$ cat src/rtl/decode_ctrl_pipe.sv
// Registered valid/ready instruction-decode stage: decodes one 32-bit insn per cycle into a
// control word for execute and stalls intake while a multicycle mul/div is running.
module decode_ctrl_pipe #(
    parameter int MD_LATENCY = 32,
    parameter int CNT_W      = 8
) (
    input  logic        clock,
    input  logic        reset,
    input  logic        in_valid,
    output logic        in_ready,
    input  logic [31:0] insn,
    input  logic        flush,
    output logic        out_valid,
    input  logic        out_ready,
    output logic [4:0]  alu_op,
    output logic        alu_in_b,
    output logic        dm_we,
    output logic        rf_we,
    output logic [1:0]  rf_wd_sel,
    output logic [1:0]  branch,
    output logic [1:0]  jump,
    output logic        md_start,
    output logic        md_is_div,
    output logic [4:0]  rd,
    output logic [4:0]  rs,
    output logic [4:0]  rt,
    output logic [31:0] imm,
    output logic        illegal
);

    localparam logic [4:0] OP_RTYPE = 5'b00000;
    localparam logic [4:0] OP_J     = 5'b00001;
    localparam logic [4:0] OP_BNE   = 5'b00010;
    localparam logic [4:0] OP_JAL   = 5'b00011;
    localparam logic [4:0] OP_JR    = 5'b00100;
    localparam logic [4:0] OP_ADDI  = 5'b00101;
    localparam logic [4:0] OP_BLT   = 5'b00110;
    localparam logic [4:0] OP_SW    = 5'b00111;
    localparam logic [4:0] OP_LW    = 5'b01000;
    localparam logic [4:0] OP_SETX  = 5'b10101;
    localparam logic [4:0] OP_BEX   = 5'b10110;
    localparam logic [4:0] ALU_ADD  = 5'b00000;
    localparam logic [4:0] ALU_SUB  = 5'b00001;
    localparam logic [CNT_W-1:0] CNT_LOAD = CNT_W'(MD_LATENCY - 1);

    typedef struct packed {
        logic [4:0]  alu_op;
        logic        alu_in_b;
        logic        dm_we;
        logic        rf_we;
        logic [1:0]  rf_wd_sel;
        logic [1:0]  branch;
        logic [1:0]  jump;
        logic        md_start;
        logic        md_is_div;
        logic [4:0]  rd;
        logic [4:0]  rs;
        logic [4:0]  rt;
        logic [31:0] imm;
        logic        illegal;
    } ctrl_t;

    typedef enum logic [0:0] {ST_IDLE = 1'b0, ST_MD_BUSY = 1'b1} state_t;

    state_t           state_r;
    logic [CNT_W-1:0] cnt_r;
    logic             out_valid_r;
    ctrl_t            word_r;
    ctrl_t            dec_s;
    logic [4:0]       opcode_s;
    logic [4:0]       alu_fn_s;
    logic             load_s;
    logic             xfer_s;

    assign opcode_s = insn[31:27];
    assign alu_fn_s = insn[6:2];
    assign in_ready = ~reset & (state_r == ST_IDLE) & (~out_valid_r | out_ready);
    assign load_s   = in_valid & in_ready;
    // A flushed word is dropped, so it never counts as handed to execute.
    assign xfer_s   = out_valid_r & out_ready & ~flush;

    // Combinational decode of the incoming instruction word.
    always_comb begin
        dec_s        = '0;
        dec_s.rd     = insn[26:22];
        dec_s.rs     = insn[21:17];
        dec_s.rt     = insn[16:12];
        dec_s.imm    = {{15{insn[16]}}, insn[16:0]};
        case (opcode_s)
            OP_RTYPE: begin
                case (alu_fn_s)
                    5'b00000, 5'b00001, 5'b00010, 5'b00011, 5'b00100, 5'b00101: begin
                        dec_s.rf_we  = 1'b1;
                        dec_s.alu_op = alu_fn_s;
                    end
                    5'b00110, 5'b00111: begin
                        dec_s.md_start  = 1'b1;
                        dec_s.md_is_div = insn[2];
                        dec_s.rf_we     = 1'b1;
                        dec_s.rf_wd_sel = 2'd3;
                    end
                    default: dec_s.illegal = 1'b1;
                endcase
            end
            OP_ADDI, OP_LW: begin
                dec_s.alu_op    = ALU_ADD;
                dec_s.alu_in_b  = 1'b1;
                dec_s.rf_we     = 1'b1;
                dec_s.rf_wd_sel = (opcode_s == OP_LW) ? 2'd1 : 2'd0;
            end
            OP_SW: begin
                dec_s.alu_op   = ALU_ADD;
                dec_s.alu_in_b = 1'b1;
                dec_s.dm_we    = 1'b1;
                dec_s.rt       = insn[26:22];
            end
            OP_BNE, OP_BLT: begin
                dec_s.alu_op = ALU_SUB;
                dec_s.branch = (opcode_s == OP_BNE) ? 2'd1 : 2'd2;
                dec_s.rs     = insn[26:22];
                dec_s.rt     = insn[21:17];
            end
            OP_BEX: begin
                dec_s.branch = 2'd3;
                dec_s.rs     = 5'd30;
                dec_s.imm    = {5'd0, insn[26:0]};
            end
            OP_J: begin
                dec_s.jump = 2'd1;
                dec_s.imm  = {5'd0, insn[26:0]};
            end
            OP_JAL: begin
                dec_s.jump      = 2'd1;
                dec_s.rf_we     = 1'b1;
                dec_s.rf_wd_sel = 2'd2;
                dec_s.rd        = 5'd31;
                dec_s.imm       = {5'd0, insn[26:0]};
            end
            OP_JR: begin
                dec_s.jump = 2'd2;
                dec_s.rs   = insn[26:22];
                dec_s.imm  = {5'd0, insn[26:0]};
            end
            OP_SETX: begin
                dec_s.rf_we    = 1'b1;
                dec_s.rd       = 5'd30;
                dec_s.rs       = 5'd0;
                dec_s.alu_op   = ALU_ADD;
                dec_s.alu_in_b = 1'b1;
                dec_s.imm      = {5'd0, insn[26:0]};
            end
            default: dec_s.illegal = 1'b1;
        endcase
    end

    // Output holding register; flush outranks a same-cycle accept.
    always_ff @(posedge clock) begin
        if (reset) begin
            out_valid_r <= 1'b0;
            word_r      <= '0;
        end else if (flush) begin
            out_valid_r <= 1'b0;
        end else if (load_s) begin
            out_valid_r <= 1'b1;
            word_r      <= dec_s;
        end else if (xfer_s) begin
            out_valid_r <= 1'b0;
        end
    end

    // Mul/div busy FSM; a mul/div handed out while already busy restarts the count.
    always_ff @(posedge clock) begin
        if (reset) begin
            state_r <= ST_IDLE;
            cnt_r   <= '0;
        end else if (xfer_s && word_r.md_start) begin
            state_r <= ST_MD_BUSY;
            cnt_r   <= CNT_LOAD;
        end else begin
            case (state_r)
                ST_IDLE: begin
                    state_r <= ST_IDLE;
                end
                ST_MD_BUSY: begin
                    if (cnt_r == '0) begin
                        state_r <= ST_IDLE;
                    end else begin
                        cnt_r <= cnt_r - CNT_W'(1);
                    end
                end
                default: begin
                    state_r <= ST_IDLE;
                    cnt_r   <= '0;
                end
            endcase
        end
    end

    assign out_valid = out_valid_r;
    assign alu_op    = word_r.alu_op;
    assign alu_in_b  = word_r.alu_in_b;
    assign dm_we     = word_r.dm_we;
    assign rf_we     = word_r.rf_we;
    assign rf_wd_sel = word_r.rf_wd_sel;
    assign branch    = word_r.branch;
    assign jump      = word_r.jump;
    assign md_start  = word_r.md_start;
    assign md_is_div = word_r.md_is_div;
    assign rd        = word_r.rd;
    assign rs        = word_r.rs;
    assign rt        = word_r.rt;
    assign imm       = word_r.imm;
    assign illegal   = word_r.illegal;

endmodule

$ cat config.mk
export PLATFORM = sky130hd
export DESIGN_NAME = decode_ctrl_pipe
export DESIGN_NICKNAME = d
export VERILOG_FILES = /design/src/rtl/decode_ctrl_pipe.sv
export SDC_FILE = /design/constraint.sdc
export NUM_CORES = 1
export LEC_CHECK = 0
export CAP_MARGIN = 30
export CORE_MARGIN = 2
export CORE_UTILIZATION = 47
export DETAILED_ROUTE_END_ITERATION = 10
export PLACE_DENSITY = 0.93
export SYNTH_ARGS = -nofsm -noshare
export SYNTH_HDL_FRONTEND = slang
export SYNTH_SLANG_ARGS = --single-unit
$ cat constraint.sdc
create_clock -name clock -period 3.93 [get_ports clock]
set_input_delay 0.393 -clock clock [delete_from_list [all_inputs] [get_ports clock]]
set_output_delay 0.393 -clock clock [all_outputs]
set_load 0.01 [all_outputs]
==> results of run 1 <==
[state kept, by name, summed over array words and instances, names as in the netlist]
register   cells
cnt_r          8
alu_op         5
branch         2
rs             5
md_start       1
illegal        1
alu_in_b       1
jump           2
md_is_div      1
rf_wd_sel      2
imm           28
state_r        1
dm_we          1
rt             5
rf_we          1
rd             5
out_valid      1
[power by group]
part	internal, mW	leakage, nW	switching (mW)
clock	0.420	0.112	0.266
combinational	0.106	0.770	0.109
sequential	0.733	0.569	0.0152
[placed cells by master, fill, tap and decap left out, types with 4 or more instances in the layout]
| cell | count |
|---|---|
| a221o_1 | 5 |
| a211oi_1 | 4 |
| nand2_1 | 47 |
| xor2_1 | 6 |
| buf_4 | 4 |
| a21oi_1 | 36 |
| nor4_1 | 13 |
| a221oi_1 | 5 |
| nand2b_1 | 6 |
| clkdlybuf4s50_1 | 101 |
| nor3_1 | 37 |
| nand4b_1 | 5 |
| dfxtp_1 | 70 |
| clkbuf_8 | 9 |
| nor2_1 | 51 |
| inv_1 | 5 |
| nand3_1 | 7 |
[worst paths after layout]
check                               from                    to  slack (ps)
setup reg to reg  out_valid$_SDFFE_PP0P_  imm[24]$_SDFFE_PP0P_        1530
hold / removal       imm[8]$_SDFFE_PP0P_   imm[8]$_SDFFE_PP0P_         460
setup / recovery               out_ready  imm[24]$_SDFFE_PP0P_        1330
hold reg to reg      imm[8]$_SDFFE_PP0P_   imm[8]$_SDFFE_PP0P_         460
[critical path, cell delays in order]
cell and delay [ps]:
clkdlybuf4s50_1 560, nor2b_4 80, or4_2 1070, nor3b_4 550, nor4_1 120
[cells by family (layout without fill, tap and decap cells)]
kind of cell               after synthesis  after routing  synth area share (%)
adders and majority gates                2              2                 0.831
DFF                                     70             70                  46.6
muxes                                    1              1                 0.374
buffers and inverters                   35            127                  5.78
and+or+nand+nor                        179            179                  28.9
xor gates and xnor gates                 8              8                  2.33
AOI/OAI and AO/OA                       68             68                  15.2
[layer usage]
layer	share of wire, %	wire (µm)	global-route usage (%)	vias up
met5	0	0	0	-
li1	-	-	-	1455
met4	2.6	225	9.82	0
met3	6.7	575	6.63	21
met1	40	3470	29.3	1373
met2	50	4320	41.7	138
[stage by stage]
stage	power [mW]	setup WS [ps]	hold WS [ps]
2_1_floorplan	0.863	2120	472
3_3_place_gp	0.971	1120	443
3_5_place_dp	0.976	1010	450
4_1_cts	1.66	1350	460
5_1_grt	1.71	1240	473
6_report	1.65	1330	457
[cell type report]
type | count | area [µm²] | share of cell area [%]
multi-input combinational | 258 | 1440 | 34.0
tap | 77 | 96.3 | 2.27
inverter | 5 | 18.8 | 0.442
sequential | 70 | 1400 | 33.0
timing repair buffer | 106 | 1050 | 24.6
clock inverter | 6 | 110 | 2.59
clock buffer | 10 | 128 | 3.01
==> impl_metrics.json, run 1 <==
{
  "layout_worst_path_cycle_share_pct": 66.1,
  "remaining_drc_errors": 0,
  "setup_viol": 0,
  "placed_cells_incl_taps": 516,
  "worstSkewPairLatency_ps": 340,
  "synthArstFlopShare_pct": 0,
  "finalCoreUtilization_pct": 67.6,
  "grt_pass1_wl_um": 13600,
  "global_route.overflow_total": 0,
  "critical_path.endpoint_type": "flip-flop",
  "number_of_optimization_iterations_in_the_first_detailed_route_pass": 5,
  "wire_per_inst_um": 16.1,
  "synthToLayoutAreaGrowth_pct": 41.0,
  "synth.net_count": 402,
  "cp_data_required_time_ps": 4120,
  "power.static_leakage_nw": 1.45,
  "post-route-min-period_ps": 2600,
  "vias_per_instance": 5.61,
  "irDropWorstVdd_mv": 0.242,
  "synth_sequential_area_ratio_pct": 46.6,
  "drive_above_1_share_pct": 6.37,
  "hp-class": "flip-flop to flip-flop",
  "grt_start_max_net_pins": 73,
  "cts_setup_buffers": 0,
  "effective_utilization_at_floorplan_pct": 47.9,
  "placed_cell_area_um2": 4010,
  "finalMaxSlewViolations": 0,
  "maxSlewHeadroom_pct": 39.8,
  "power_per_cell_area_nw_per_um2": 389,
  "cap_violations": 0,
  "report.final.hold_viol_count": 0,
  "dr.first_iter.drc_count": 224,
  "worstHoldPathCells": 2,
  "post_cts_resize_count": 0,
  "final_area_um2": 4240,
  "synth_seq_cells": 70,
  "dp_hpwl_um": 5990,
  "most_instantiated_flip_flop_cell_in_the_synthesis_netlist": "dfxtp_1",
  "tns_ps": 0,
  "die-height_um": 84.0,
  "yosys_warnings": 0,
  "final.setup_skew_ps": 7.82,
  "nNetsFinal": 489,
  "pin_count": 103,
  "cts.htree.levels": 3,
  "grtUsageTotal_pct": 24.5,
  "cts.hold.buffers_added": 0,
  "timing.reg2reg.worst_path_depth": 4,
  "synth_cells": 363,
  "synth_cell_types": 46,
  "synth_edf_count": 0,
  "total_wire_length_after_detailed_routing_um": 8580,
  "floorplan.core_area_um2": 6280,
  "syn_area_um2": 3010,
  "area_enclosed_by_the_die_boundary_um2": 7060,
  "unrepaired_setup_endpoints_after_global_routing": "false",
  "critical_path_arrival_ps": 2790,
  "num-fill-cells": 493,
  "synth.top_cells.by_count": "dfxtp_1, nor2_1, nand2_1",
  "synthTopCellsByArea": "dfxtp_1, nor2_1, nor3_1",
  "clk_root_buffer_cell": "clkbuf_8",
  "vias": 2987,
  "die_w_um": 84.0,
  "route.antenna.remaining_nets": 0,
  "outcome": "completed",
  "fp-row-count": 29,
  "port-buffer-count": 102,
  "gpl.final_weighted_congestion": 0.839,
  "antennaDiodeCount": 0,
  "max_slew.worst_pin.slew_ps": 903,
  "grt_antenna_before_repair": 0,
  "synthMostInstantiatedCell": "dfxtp_1",
  "final_cell_count_no_fill": 532,
  "start_kind": "primary input",
  "clock-sinks": 70,
  "cts_tree": "yes",
  "number_of_global_route_vias_before_repair": 2813,
  "crit_type": "primary input to flip-flop",
  "synth.top_cell.area_share_pct": 46.6,
  "synth_area_leader_cell": "dfxtp_1",
  "cts.reportedPaths.clkPinSlew_ps": 70,
  "cts_buffers": 9,
  "fmax_mhz": 385,
  "cp_max_fanout": 49,
  "cts_buffer_depth": 2,
  "postSynthAreaPerCell_um2": 8.29
}
Power figures use the tool's default switching activity.
==> run 2, diff against run 1 <==
Settings changed: CORE_UTILIZATION 47 to 41, PLACE_DENSITY 0.93 to 0.87.
Clock period 3.93 ns to 2.35 ns, I/O delays scaled along.
==> impl_metrics.json, run 2 (synthesis results as in run 1) <==
{
  "floorplan.core_area_um2": 7180,
  "finalMaxSlewViolations": 0,
  "critical_path_cell_count": 6,
  "cts_tree": "yes",
  "irDropWorstVdd_mv": 0.264,
  "start_kind": "primary input",
  "cts.htree.levels": 3,
  "clk_root_buffer_cell": "clkbuf_8",
  "cts_setup_buffers": 0,
  "nNetsFinal": 504,
  "clock-sinks": 70,
  "outcome": "completed",
  "timing.critical_path.to": "imm[17]$_SDFFE_PP0P_",
  "fmax_mhz": 515,
  "die-height_um": 89.7,
  "most_frequent_cells_in_the_layout": "clkdlybuf4s50_1, dfxtp_1, nor2_1, nand2_1, nor3_1",
  "placed_cells_incl_taps": 553,
  "cp_top_family": "simple AND/OR/NAND/NOR gates",
  "flip_flop_count_of_the_largest_register_all_copies_and_words_added": 28,
  "antennaDiodeCount": 0,
  "die_w_um": 89.7,
  "total_wire_length_after_detailed_routing_um": 8630,
  "grtUsageTotal_pct": 21.9,
  "post-route-min-period_ps": 1940,
  "critical_path.max_stage_delay_ps": 570,
  "placed_cell_area_um2": 4170,
  "setup_viol": 0,
  "finalPower_mw": 2.51,
  "final_area_um2": 4340,
  "cts_buffer_depth": 2,
  "num-fill-cells": 603,
  "post_cts_resize_count": 0,
  "vias_per_instance": 5.40,
  "cap_violations": 0,
  "reg2reg_to": "imm[17]$_SDFFE_PP0P_",
  "power_per_cell_area_nw_per_um2": 577,
  "unrepaired_setup_endpoints_after_global_routing": "false",
  "fp-row-count": 31,
  "maxSlewHeadroom_pct": 42.6,
  "cp_data_required_time_ps": 2570,
  "critical_path.endpoint_type": "flip-flop",
  "regToRegSetupSlack_ps": 420,
  "area_enclosed_by_the_die_boundary_um2": 8040,
  "max_slew.worst_pin.slew_ps": 854,
  "cts.reportedPaths.clkPinSlew_ps": 70,
  "power.static_leakage_nw": 1.51,
  "number_of_optimization_iterations_in_the_first_detailed_route_pass": 4,
  "grt.met3_usage_pct": 6.86,
  "wire_per_inst_um": 15.2,
  "cts_buffers": 9,
  "report.final.hold_viol_count": 0,
  "cp_max_fanout": 27,
  "effective_utilization_at_floorplan_pct": 41.9,
  "critical_path_arrival_ps": 2160,
  "gpl.final_weighted_congestion": 0.958,
  "drive_above_1_share_pct": 8.76,
  "route.antenna.remaining_nets": 0,
  "remaining_drc_errors": 0,
  "cts.hold.buffers_added": 0,
  "dr.first_iter.drc_count": 211,
  "synthToLayoutAreaGrowth_pct": 44.4,
  "timing.reg2reg.worst_path_depth": 5,
  "layout_worst_path_cycle_share_pct": 82.6,
  "global_route.overflow_total": 0,
  "grt_util_met1_pct": 26.9,
  "hp-class": "primary input to flip-flop",
  "pin_count": 103,
  "met2_grt_util_pct": 35.8,
  "tns_ps": 0,
  "dp_hpwl_um": 6450,
  "timing.critical_path.cells": "clkdlybuf4s50_1, nor2b_4, or4_1, buf_12, nor3b_4, nor4_1",
  "layout_commonest_cell": "clkdlybuf4s50_1",
  "grt_start_max_net_pins": 37,
  "crit_slowest_cell": "or4_1",
  "grt_pass1_wl_um": 13500,
  "crit_type": "primary input to flip-flop",
  "worstSetupStartpoint": "out_ready",
  "grt_antenna_before_repair": 0,
  "worst_hold_path_startpoint": "insn[9]",
  "worstSkewPairLatency_ps": 350,
  "vias": 3063,
  "reg2reg_from": "out_valid$_SDFFE_PP0P_",
  "port-buffer-count": 102,
  "final_cell_count_no_fill": 567,
  "final.setup_skew_ps": 5.70,
  "critical_path_buf_inv_count": 2,
  "grt_busiest_layer": "met2",
  "number_of_global_route_vias_before_repair": 2812
}
run 2: worst reg2reg max path, delay by kind of cell, from the launching register on:
family        cells  cell delay [ps]
buf+inv           1              220
flops             1              340
simple gates      4             1250
run 2: layout make-up:
type                       count  area (µm²)  area share [%]
multi-input combinational    258        1440            33.2
sequential                    70        1400            32.3
timing repair buffer         121        1180            27.2
clock buffer                  13         169            3.89
tap                           99         124            2.85
inverter                       5        18.8           0.432
clock inverter                 1        5.00           0.115
run 2: report_power, final:
group | internal (mW) | switching, mW | total [mW]
combinational | 0.195 | 0.186 | 0.382
sequential | 1.23 | 0.0245 | 1.25
clock | 0.457 | 0.417 | 0.874
total | 1.88 | 0.628 | 2.51
run 2: per-stage QoR:
stage               hold WS (ps)  worst slack [ps]  utilization, %
finish                       434               409            60.5
global route                 433               315            60.5
CTS                          420               436            60.5
detailed placement           447              75.9            58.1
global placement             444               152            58.1
floorplan                    314               603               -
run 2: worst min-delay path by stage:
| stage | end | depth (start not counted) |
|---|---|---|
| 6_report | imm[9]$_SDFFE_PP0P_ | 3 |
| 5_1_grt | imm[9]$_SDFFE_PP0P_ | 3 |
| 4_1_cts | imm[9]$_SDFFE_PP0P_ | 3 |
| 3_5_place_dp | imm[2]$_SDFFE_PP0P_ | 2 |
| 3_3_place_gp | alu_op[2]$_SDFFE_PP0P_ | 2 |
| 2_1_floorplan | out_valid$_SDFFE_PP0P_ | 1 |
run 2: layer usage:
metal / vias to the layer above / share of wire, %
met5: - / 0
met4: 0 / 2.8
met3: 23 / 8.2
met2: 128 / 49
met1: 1435 / 40
li1: 1477 / -
